### config.mk
export PLATFORM = sky130hd
export DESIGN_NAME = ldr_str_unit
export DESIGN_NICKNAME = d
export VERILOG_FILES = /design/src/rtl/ldr_str_unit.sv
export SDC_FILE = /design/constraint.sdc
export NUM_CORES = 1
export LEC_CHECK = 0
export CAP_MARGIN = 20
export CORE_MARGIN = 1
export CORE_UTILIZATION = 36
export DETAILED_ROUTE_END_ITERATION = 10
export MAX_ROUTING_LAYER = met4
export PLACE_DENSITY = 0.87
export SLEW_MARGIN = 20
export SYNTH_ARGS = -nofsm -noshare
export SYNTH_HDL_FRONTEND = slang
export SYNTH_SLANG_ARGS = --single-unit
### constraint.sdc
create_clock -name clk -period 1.8 [get_ports clk]
set_input_delay 0.27 -clock clk [delete_from_list [all_inputs] [get_ports clk]]
set_output_delay 0.27 -clock clk [all_outputs]
set_load 0.005 [all_outputs]
### src/rtl/ldr_str_unit.sv
// -----------------------------------------------------------------------------
// ldr_str_unit
//
// Load/store unit between the CPU datapath and a word-addressed memory with a
// request/acknowledge handshake. One transaction is in flight at a time:
//   IDLE  - req_ready high. An accepted request has its fields latched.
//   ISSUE - mem_req held high with stable mem_we/mem_addr/mem_wdata/mem_be
//           until mem_ack or until ACK_TIMEOUT cycles pass without one.
//   WB    - one cycle of register-file writeback for a completed load.
//
// Parameters
//   MEM_ADDR_W   memory word-address width (default 11)
//   ACK_TIMEOUT  ISSUE cycles without mem_ack before abort (1..255, default 15)
//
// Optional feature (compile-time macro LSU_BYTE_ACCESS_EN)
//   Defined:   req_byte port present. Byte stores drive a one-hot mem_be from
//              addr[1:0] and replicate the low data byte on all four lanes.
//              Byte loads also drive the one-hot lane enable, and zero-extend
//              the byte picked by addr[1:0]. Byte accesses never flag
//              misalignment.
//   Undefined: req_byte absent. Every access is a full word with mem_be = 4'hF.
//
// Ports
//   clk, rst           clock, synchronous active-high reset
//   req_valid/ready    datapath request handshake (ready only in IDLE)
//   req_load           1 = LDR, 0 = STR
//   req_byte           byte access (LSU_BYTE_ACCESS_EN only)
//   req_addr/wdata/rd  byte address, store data, load destination register
//   mem_req/we/addr/wdata/be, mem_ack, mem_rdata   memory interface
//   w_data_ldr/w_addr_ldr/w_en_ldr   register-file load writeback (WB only)
//   ldr_pending, pend_rd             outstanding-load hazard information
//   align_err          pulse: misaligned word access accepted
//   mem_timeout        pulse: transaction aborted for lack of mem_ack
// -----------------------------------------------------------------------------
module ldr_str_unit #(
  parameter int unsigned MEM_ADDR_W  = 11,
  parameter int unsigned ACK_TIMEOUT = 15
) (
  input  logic                  clk,
  input  logic                  rst,
  input  logic                  req_valid,
  output logic                  req_ready,
  input  logic                  req_load,
`ifdef LSU_BYTE_ACCESS_EN
  input  logic                  req_byte,
`endif
  input  logic [31:0]           req_addr,
  input  logic [31:0]           req_wdata,
  input  logic [3:0]            req_rd,
  output logic                  mem_req,
  output logic                  mem_we,
  output logic [MEM_ADDR_W-1:0] mem_addr,
  output logic [31:0]           mem_wdata,
  output logic [3:0]            mem_be,
  input  logic                  mem_ack,
  input  logic [31:0]           mem_rdata,
  output logic [31:0]           w_data_ldr,
  output logic [3:0]            w_addr_ldr,
  output logic                  w_en_ldr,
  output logic                  ldr_pending,
  output logic [3:0]            pend_rd,
  output logic                  align_err,
  output logic                  mem_timeout
);

  typedef enum logic [1:0] {
    S_IDLE,
    S_ISSUE,
    S_WB
  } state_e;

  // Counter value seen in the last ISSUE cycle allowed to go without mem_ack.
  localparam logic [7:0] CNT_LAST = 8'(ACK_TIMEOUT - 1);

  state_e                  state_q;
  logic [7:0]              cnt_q;
  logic                    load_q;
  logic                    byte_q;
  logic [1:0]              offs_q;
  logic [3:0]              rd_q;
  logic                    mem_req_q;
  logic                    mem_we_q;
  logic [MEM_ADDR_W-1:0]   mem_addr_q;
  logic [31:0]             mem_wdata_q;
  logic [3:0]              mem_be_q;
  logic                    w_en_q;
  logic [3:0]              w_addr_q;
  logic [31:0]             w_data_q;
  logic                    ldr_pending_q;
  logic [3:0]              pend_rd_q;
  logic                    align_err_q;
  logic                    mem_timeout_q;

  logic                    req_is_byte;
  logic [3:0]              be_d;
  logic [31:0]             wdata_d;
  logic [31:0]             rdata_d;
  logic                    misalign_d;
  logic                    transfer;

`ifdef LSU_BYTE_ACCESS_EN
  assign req_is_byte = req_byte;
`else
  assign req_is_byte = 1'b0;
`endif

  // Address bits above the memory word address are deliberately dropped.
  logic unused_addr_hi;
  assign unused_addr_hi = ^req_addr[31:MEM_ADDR_W+2];

  // req_ready also depends on rst so it reads 0 throughout reset yet is 1 in
  // the very first cycle after rst falls.
  assign req_ready = (state_q == S_IDLE) && !rst;
  assign transfer  = req_valid && req_ready;

  assign misalign_d = !req_is_byte && (req_addr[1:0] != 2'b00);

  // Request formatting: lane enables and store data as presented to memory.
  // NOTE: every signal assigned in an always_comb gets a default first, so no
  // path leaves it unassigned and no latch is inferred.
  always_comb begin
    be_d    = 4'hF;
    wdata_d = req_wdata;
    if (req_is_byte) begin
      be_d    = 4'b0001 << req_addr[1:0];
      wdata_d = {4{req_wdata[7:0]}};
    end
  end

  // Load data: whole word, or the addressed byte zero-extended.
  always_comb begin
    rdata_d = mem_rdata;
    if (byte_q) begin
      case (offs_q)
        2'd0:    rdata_d = {24'h0, mem_rdata[7:0]};
        2'd1:    rdata_d = {24'h0, mem_rdata[15:8]};
        2'd2:    rdata_d = {24'h0, mem_rdata[23:16]};
        default: rdata_d = {24'h0, mem_rdata[31:24]};
      endcase
    end
  end

  // Control FSM with registered outputs.
  // NOTE: state is updated with non-blocking assignments so every register
  // samples the pre-edge values regardless of statement order.
  always_ff @(posedge clk) begin
    if (rst) begin
      // NOTE: reset is synchronous; every latched field is cleared as well so
      // nothing from an abandoned transaction leaks onto the outputs.
      state_q       <= S_IDLE;
      cnt_q         <= '0;
      load_q        <= 1'b0;
      byte_q        <= 1'b0;
      offs_q        <= '0;
      rd_q          <= '0;
      mem_req_q     <= 1'b0;
      mem_we_q      <= 1'b0;
      mem_addr_q    <= '0;
      mem_wdata_q   <= '0;
      mem_be_q      <= '0;
      w_en_q        <= 1'b0;
      w_addr_q      <= '0;
      w_data_q      <= '0;
      ldr_pending_q <= 1'b0;
      pend_rd_q     <= '0;
      align_err_q   <= 1'b0;
      mem_timeout_q <= 1'b0;
    end else begin
      // Pulse outputs default low every cycle.
      align_err_q   <= 1'b0;
      mem_timeout_q <= 1'b0;
      unique case (state_q)
        S_IDLE: begin
          if (transfer) begin
            load_q        <= req_load;
            byte_q        <= req_is_byte;
            offs_q        <= req_addr[1:0];
            rd_q          <= req_rd;
            mem_we_q      <= !req_load;
            mem_addr_q    <= req_addr[MEM_ADDR_W+1:2];
            mem_wdata_q   <= wdata_d;
            mem_be_q      <= be_d;
            mem_req_q     <= 1'b1;
            cnt_q         <= '0;
            ldr_pending_q <= req_load;
            pend_rd_q     <= req_load ? req_rd : 4'd0;
            align_err_q   <= misalign_d;
            state_q       <= S_ISSUE;
          end
        end
        S_ISSUE: begin
          if (mem_ack) begin
            mem_req_q <= 1'b0;
            cnt_q     <= '0;
            if (load_q) begin
              w_en_q   <= 1'b1;
              w_addr_q <= rd_q;
              w_data_q <= rdata_d;
              state_q  <= S_WB;
            end else begin
              state_q <= S_IDLE;
            end
          end else if (cnt_q == CNT_LAST) begin
            // Give up: no writeback, the pending load is dropped.
            mem_req_q     <= 1'b0;
            cnt_q         <= '0;
            mem_timeout_q <= 1'b1;
            ldr_pending_q <= 1'b0;
            pend_rd_q     <= '0;
            state_q       <= S_IDLE;
          end else begin
            cnt_q <= cnt_q + 8'd1;
          end
        end
        S_WB: begin
          w_en_q        <= 1'b0;
          w_addr_q      <= '0;
          w_data_q      <= '0;
          ldr_pending_q <= 1'b0;
          pend_rd_q     <= '0;
          state_q       <= S_IDLE;
        end
        default: state_q <= S_IDLE;
      endcase
    end
  end

  assign mem_req     = mem_req_q;
  assign mem_we      = mem_we_q;
  assign mem_addr    = mem_addr_q;
  assign mem_wdata   = mem_wdata_q;
  assign mem_be      = mem_be_q;
  assign w_en_ldr    = w_en_q;
  assign w_addr_ldr  = w_addr_q;
  assign w_data_ldr  = w_data_q;
  assign ldr_pending = ldr_pending_q;
  assign pend_rd     = pend_rd_q;
  assign align_err   = align_err_q;
  assign mem_timeout = mem_timeout_q;

endmodule
======== Yosys cells after proc, flatten, opt, wreduce, memory -nomap -nowiden ========
Cells that the tools add are included.
word-level totals
  flip-flop bits (word level) ............. 105
  bits of input ports ..................... 105
  output and inout bits ................... 94
  logic and storage cells ................. 77
operators by class
  add/sub/neg operators ................... 1
  equality and inequality tests ........... 9
  mux-type cells .......................... 31
  bitwise operators ....................... 3
  reduce and logical (&&, ||, !) cells .... 17
operator list
  operator             number
  $mux 32              2
  $pmux 32 s2          1
  $mux 4               6
  $mux 8               3
  $pmux 8 s2           1
  $pmux 4 s3           1
  $ne 2x2->1 const B   5
  $add 8x1->8 const B  1
  $eq 8x4->1 const B   1
  $mux 1               8
  $mux 2               4
  $pmux 4 s2           1
  $reduce_and 2->1     3
  $reduce_and 3->1     2
  $reduce_bool 2->1    3
  $reduce_or 3->1      2
  $pmux 1 s2           2
  $pmux 2 s2           1
  $reduce_and 4->1     1
  $ne 3x3->1 const B   1
  $not 1->1            3
  $pmux 1 s3           1
  $reduce_bool 3->1    1
  $eq 2x1->1 const B   1
  4 further kinds      6

======== Depth between registers and ports, before layout ========
  depth after elaboration ................. 5
  mapped depth ............................ 8
  gate-level depth less buffers ........... 6

======== Worst setup path after synthesis ========
OpenSTA, ideal clock, no wires.
  kind .................................... reg-to-reg
  from .................................... reg cnt_q[1]
  to ...................................... reg pend_rd_q[0], in the netlist pend_rd[0]
  data arrival time ....................... 1.836 ns
  data required time ...................... 1.730 ns
  path slack .............................. -0.106 ns
  cell stages (with the launch flop) ...... 6
  clock period less this slack ............ 1.906 ns
  cells stage by stage .................... dfxtp_1 -> ha_1 -> or4b_4 -> o21a_4 -> or4_1 -> a21oi_1
between the ends
  longest elaborated chain between the ends .. 3
ends and longest elaborated chain
  element                            line  source
  start, declared                    76    logic [7:0] cnt_q;
  start signal, assigned             212   cnt_q <= cnt_q + 8'd1;
  $eq 8x4->1                         203   end else if (cnt_q == CNT_LAST) begin
  $ne 2x2->1 (no source line)        -
  $reduce_and 4->1 (no source line)  -
  end signal, assigned               186   pend_rd_q <= req_load ? req_rd : 4'd0;
  end, declared                      90    logic [3:0] pend_rd_q;
Every way passes these cells.
A chain may end at the register's enable or synchronous reset.

======== Worst setup path in the final report ========
  from .................................... reg cnt_q[0]
  to ...................................... reg pend_rd_q[3], in the netlist pend_rd[3]
Same word-level chain as after synthesis.

==> flow_summary.yaml <==
floorplan:
  dieHeight_um: 107
  io_pins: 199
  dieArea_sq_mm: 0.0115
  rows: 37
  die_w_um: 107
  coreArea_sq_mm: 0.0105
  start_util: 0.378
timing:
  setup_tns_ns: -0.498
  rsz0062_at_grt: "yes"
  slew_headroom: 0.675
  setup_ws_ns: -0.113
  drv_slew: 0
  worst_pin_slew_ns: 0.488
  setup_viol_count_final: 10
  hold_violations: 0
  timing.final.crit_share: 1.06
  fmax_mhz: 523
  period_minus_slack_ns: 1.91
  finClkSkew_ns: 0.0120
pwr:
  switching_share: 0.262
  power_w: 0.00477
  clockPowerShare: 0.301
  switchingPower_w: 0.00125
  p_leak_nw: 2.28
  ir_drop_v: 0.000372
  pwr_density_cell_mw_per_mm2: 757
  seqPwrFrac: 0.526
  combPwrFrac: 0.173
  p_int_w: 0.00352
synthesis:
  syn-cell-area_sq_mm: 0.00397
  synth-seq-area-share: 0.529
  synth-seq-cells: 105
  syn_inst: 446
  yosysTopAreaCellShare: 0.529
  synth_nets: 557
  yosys-top-cells-area: "dfxtp_1 53%, o21ai_0 7.4%, nand2b_1 7.4%"
  synth_top_area_cell: "dfxtp_1"
  syn_avg_cell_area_sq_um: 8.91
  synthDistinctLibCells: 35
  yosys_warnings: 0
flow_run:
  maxCapViolations: 0
route:
  first_iter_violations: 209
  avgViaCountPerCell: 4.94
  drc: 0
  routed_wl_um: 11200
  drt_first_pass_iters: 6
  antenna_left: 0
  num_vias: 3792
  wl_per_cell_um: 14.6
setup_path:
  cp-start-kind: "flop"
  cp-end-kind: "flop"
  rrSetupSlack_ns: -0.11
  critPathKind: "reg2reg"
  worstReg2RegStart: "cnt_q[0]$_SDFFE_PP0P_"
  r2r-end: "pend_rd[3]$_SDFFE_PP0P_"
  cp.arrival_ns: 2.23
  worst_ep_required_time_ns: 2.12
  reg2reg_depth: 6
  critPathMaxFanout: 5
finish:
  nFillCells: 869
  syn_to_final_growth_pct: 58.6
  design_area_sq_mm: 0.00630
  insertedDiodeCount: 0
  fin_nets: 737
  final_cells: 767
  layout-drive-gt1-share: 0.106
global_routing:
  grt_max_degree: 52
  track_usage: 0.198
  grt-ovfl-total: 0
  grt_pass1_wl_um: 17500
  met3_usage: 0.0614
  use_met2: 0.337
  antenna_found_initial: 0
  grt_use_met1: 0.221
  grt_pass1_vias: 3828
  busiest_layer: "met2"
clock_tree:
  insertion_delay_ns: 0.38
  ctsHoldBuffers: 0
  root_buffer: "clkbuf_8"
  clk_path_buf_depth: 2
  path_clk_slew_ns: 0.11
  tritoncts: "built"
  cts_buffers: 9
  postCtsSetupBuffers: 0
  h-tree-depth: 3
  cts_sinks: 105
place:
  hpwl_um: 8010
  io_buffers: 179
  numPlacedInstances: 751
  place_congestion: 0.858
  placed_area_sq_mm: 0.00602
hold_path:
  min_path_type: "in2reg"
  holdPathEnd: "cnt_q[1]$_SDFFE_PP0P_"
  hold_path_depth: 3
  min-delay-start: "rst"
outcome:
  violations: "setup timing"
  status: "finished, violations left"
==> cell usage in the layout, fill, tap and decap left out, types with 3 or more instances in the layout <==
master,instances
a21oi_1,7
a21oi_2,3
a22oi_1,36
buf_12,4
buf_4,16
clkbuf_8,10
clkdlybuf4s50_1,177
dfxtp_1,102
dfxtp_2,3
ha_1,4
inv_1,5
inv_2,3
inv_6,3
nand2_1,50
nand2b_1,47
nand3b_1,5
nor2_1,43
nor2_2,6
nor2b_1,3
o2111ai_1,3
o21ai_0,57
xor2_1,6
==> flip-flops by register name, summed over array words and instances (netlist names) <==
signal / cells
w_en_ldr: 1
mem_addr: 11
mem_wdata: 32
state_q: 2
align_err: 1
ldr_pending: 1
rd_q: 4
mem_req: 1
pend_rd: 4
w_data_ldr: 32
load_q: 1
mem_be: 1
cnt_q: 8
w_addr_ldr: 4
mem_timeout: 1
mem_we: 1
==> synthesized netlist by cell type (all sizes together) <==
master	instances
nand2	50
nor2	49
o21bai	1
xor2	6
o2111ai	3
or3	3
nor3	2
o21a	2
nand2b	47
or4	3
a21boi	1
nand3b	5
buf	6
o41ai	2
o21ai	59
dfxtp	105
inv	8
and4	1
a21oi	10
a21o	1
nand3	1
o211ai	2
or4b	1
a221o	1
ha	6
nor4bb	1
nand4b	1
nor2b	5
a22oi	36
and3b	1
and3	2
clkbuf	25
==> layout make-up <==
class / count / area (sq um) / area share
Clock inverter: 6 / 53.8 / 0.00854
Clock buffer: 10 / 138 / 0.0218
Multi-Input combinational cell: 302 / 1810 / 0.287
Tap cell: 136 / 170 / 0.0270
Sequential cell: 105 / 2110 / 0.334
Inverter: 8 / 30.0 / 0.00476
Timing Repair Buffer: 200 / 2000 / 0.317
==> power by group through the flow <==
stage / combinational (W) / clock, W / sequential, W
after floorplan: 0.000265 / 0 / 0.00256
after global placement: 0.000779 / 0 / 0.00255
after detailed placement: 0.000801 / 0 / 0.00256
after CTS: 0.000814 / 0.00148 / 0.00251
after global routing: 0.000896 / 0.00158 / 0.00252
final: 0.000824 / 0.00144 / 0.00251
==> per-layer routing <==
metal / up-vias / routed length (um)
met5: - / 0
met4: 0 / 103
met3: 8 / 983
met2: 160 / 5490
met1: 1750 / 4640
li1: 1874 / -
==> logic make-up (layout without fill, tap and decap cells) <==
group / Yosys count / after routing / synth area share
DFF: 105 / 105 / 0.529
and+or+nand+nor: 172 / 172 / 0.215
adders and majority gates: 6 / 6 / 0.0189
xor gates and xnor gates: 6 / 6 / 0.0132
AOI/OAI and AO/OA: 118 / 118 / 0.184
buffers and inverters: 39 / 224 / 0.0397
==> repair_timing <==
| item | CTS | global route |
|---|---|---|
| gates resized for setup | 12 | 15 |
| gates cloned | 0 | 0 |
| endpoints found under the setup margin | 13 | 15 |
| pin swaps | 3 | 9 |
==> worst max path at each step <==
stage / depth (start not counted) / endpoint / startpoint
after floorplan: 6 / pend_rd[0]$_SDFFE_PP0P_ / cnt_q[0]$_SDFFE_PP0P_
after global routing: 6 / pend_rd[1]$_SDFFE_PP0P_ / cnt_q[0]$_SDFFE_PP0P_
final: 6 / pend_rd[3]$_SDFFE_PP0P_ / cnt_q[0]$_SDFFE_PP0P_
after detailed placement: 5 / pend_rd[3]$_SDFFE_PP0P_ / req_valid
after CTS: 6 / pend_rd[3]$_SDFFE_PP0P_ / cnt_q[0]$_SDFFE_PP0P_
after global placement: 5 / pend_rd[1]$_SDFFE_PP0P_ / req_valid
==> metrics by stage <==
stage	setup slack [ns]	util	hold slack (ns)
finish	-0.113	0.600	0.239
global route	-0.142	0.600	0.238
CTS	-0.105	0.595	0.205
detailed placement	-0.150	0.573	0.454
global placement	-0.0912	0.573	0.447
floorplan	-0.0452	-	0.379
==> critical path: stages, from the launching register on <==
cell and delay, ns:
dfxtp_2 0.34, inv_2 0.06, ha_4 0.13, or4b_4 0.48, o21a_4 0.23, or4_4 0.49, a21oi_2 0.14
Power figures use the tool's default switching activity.
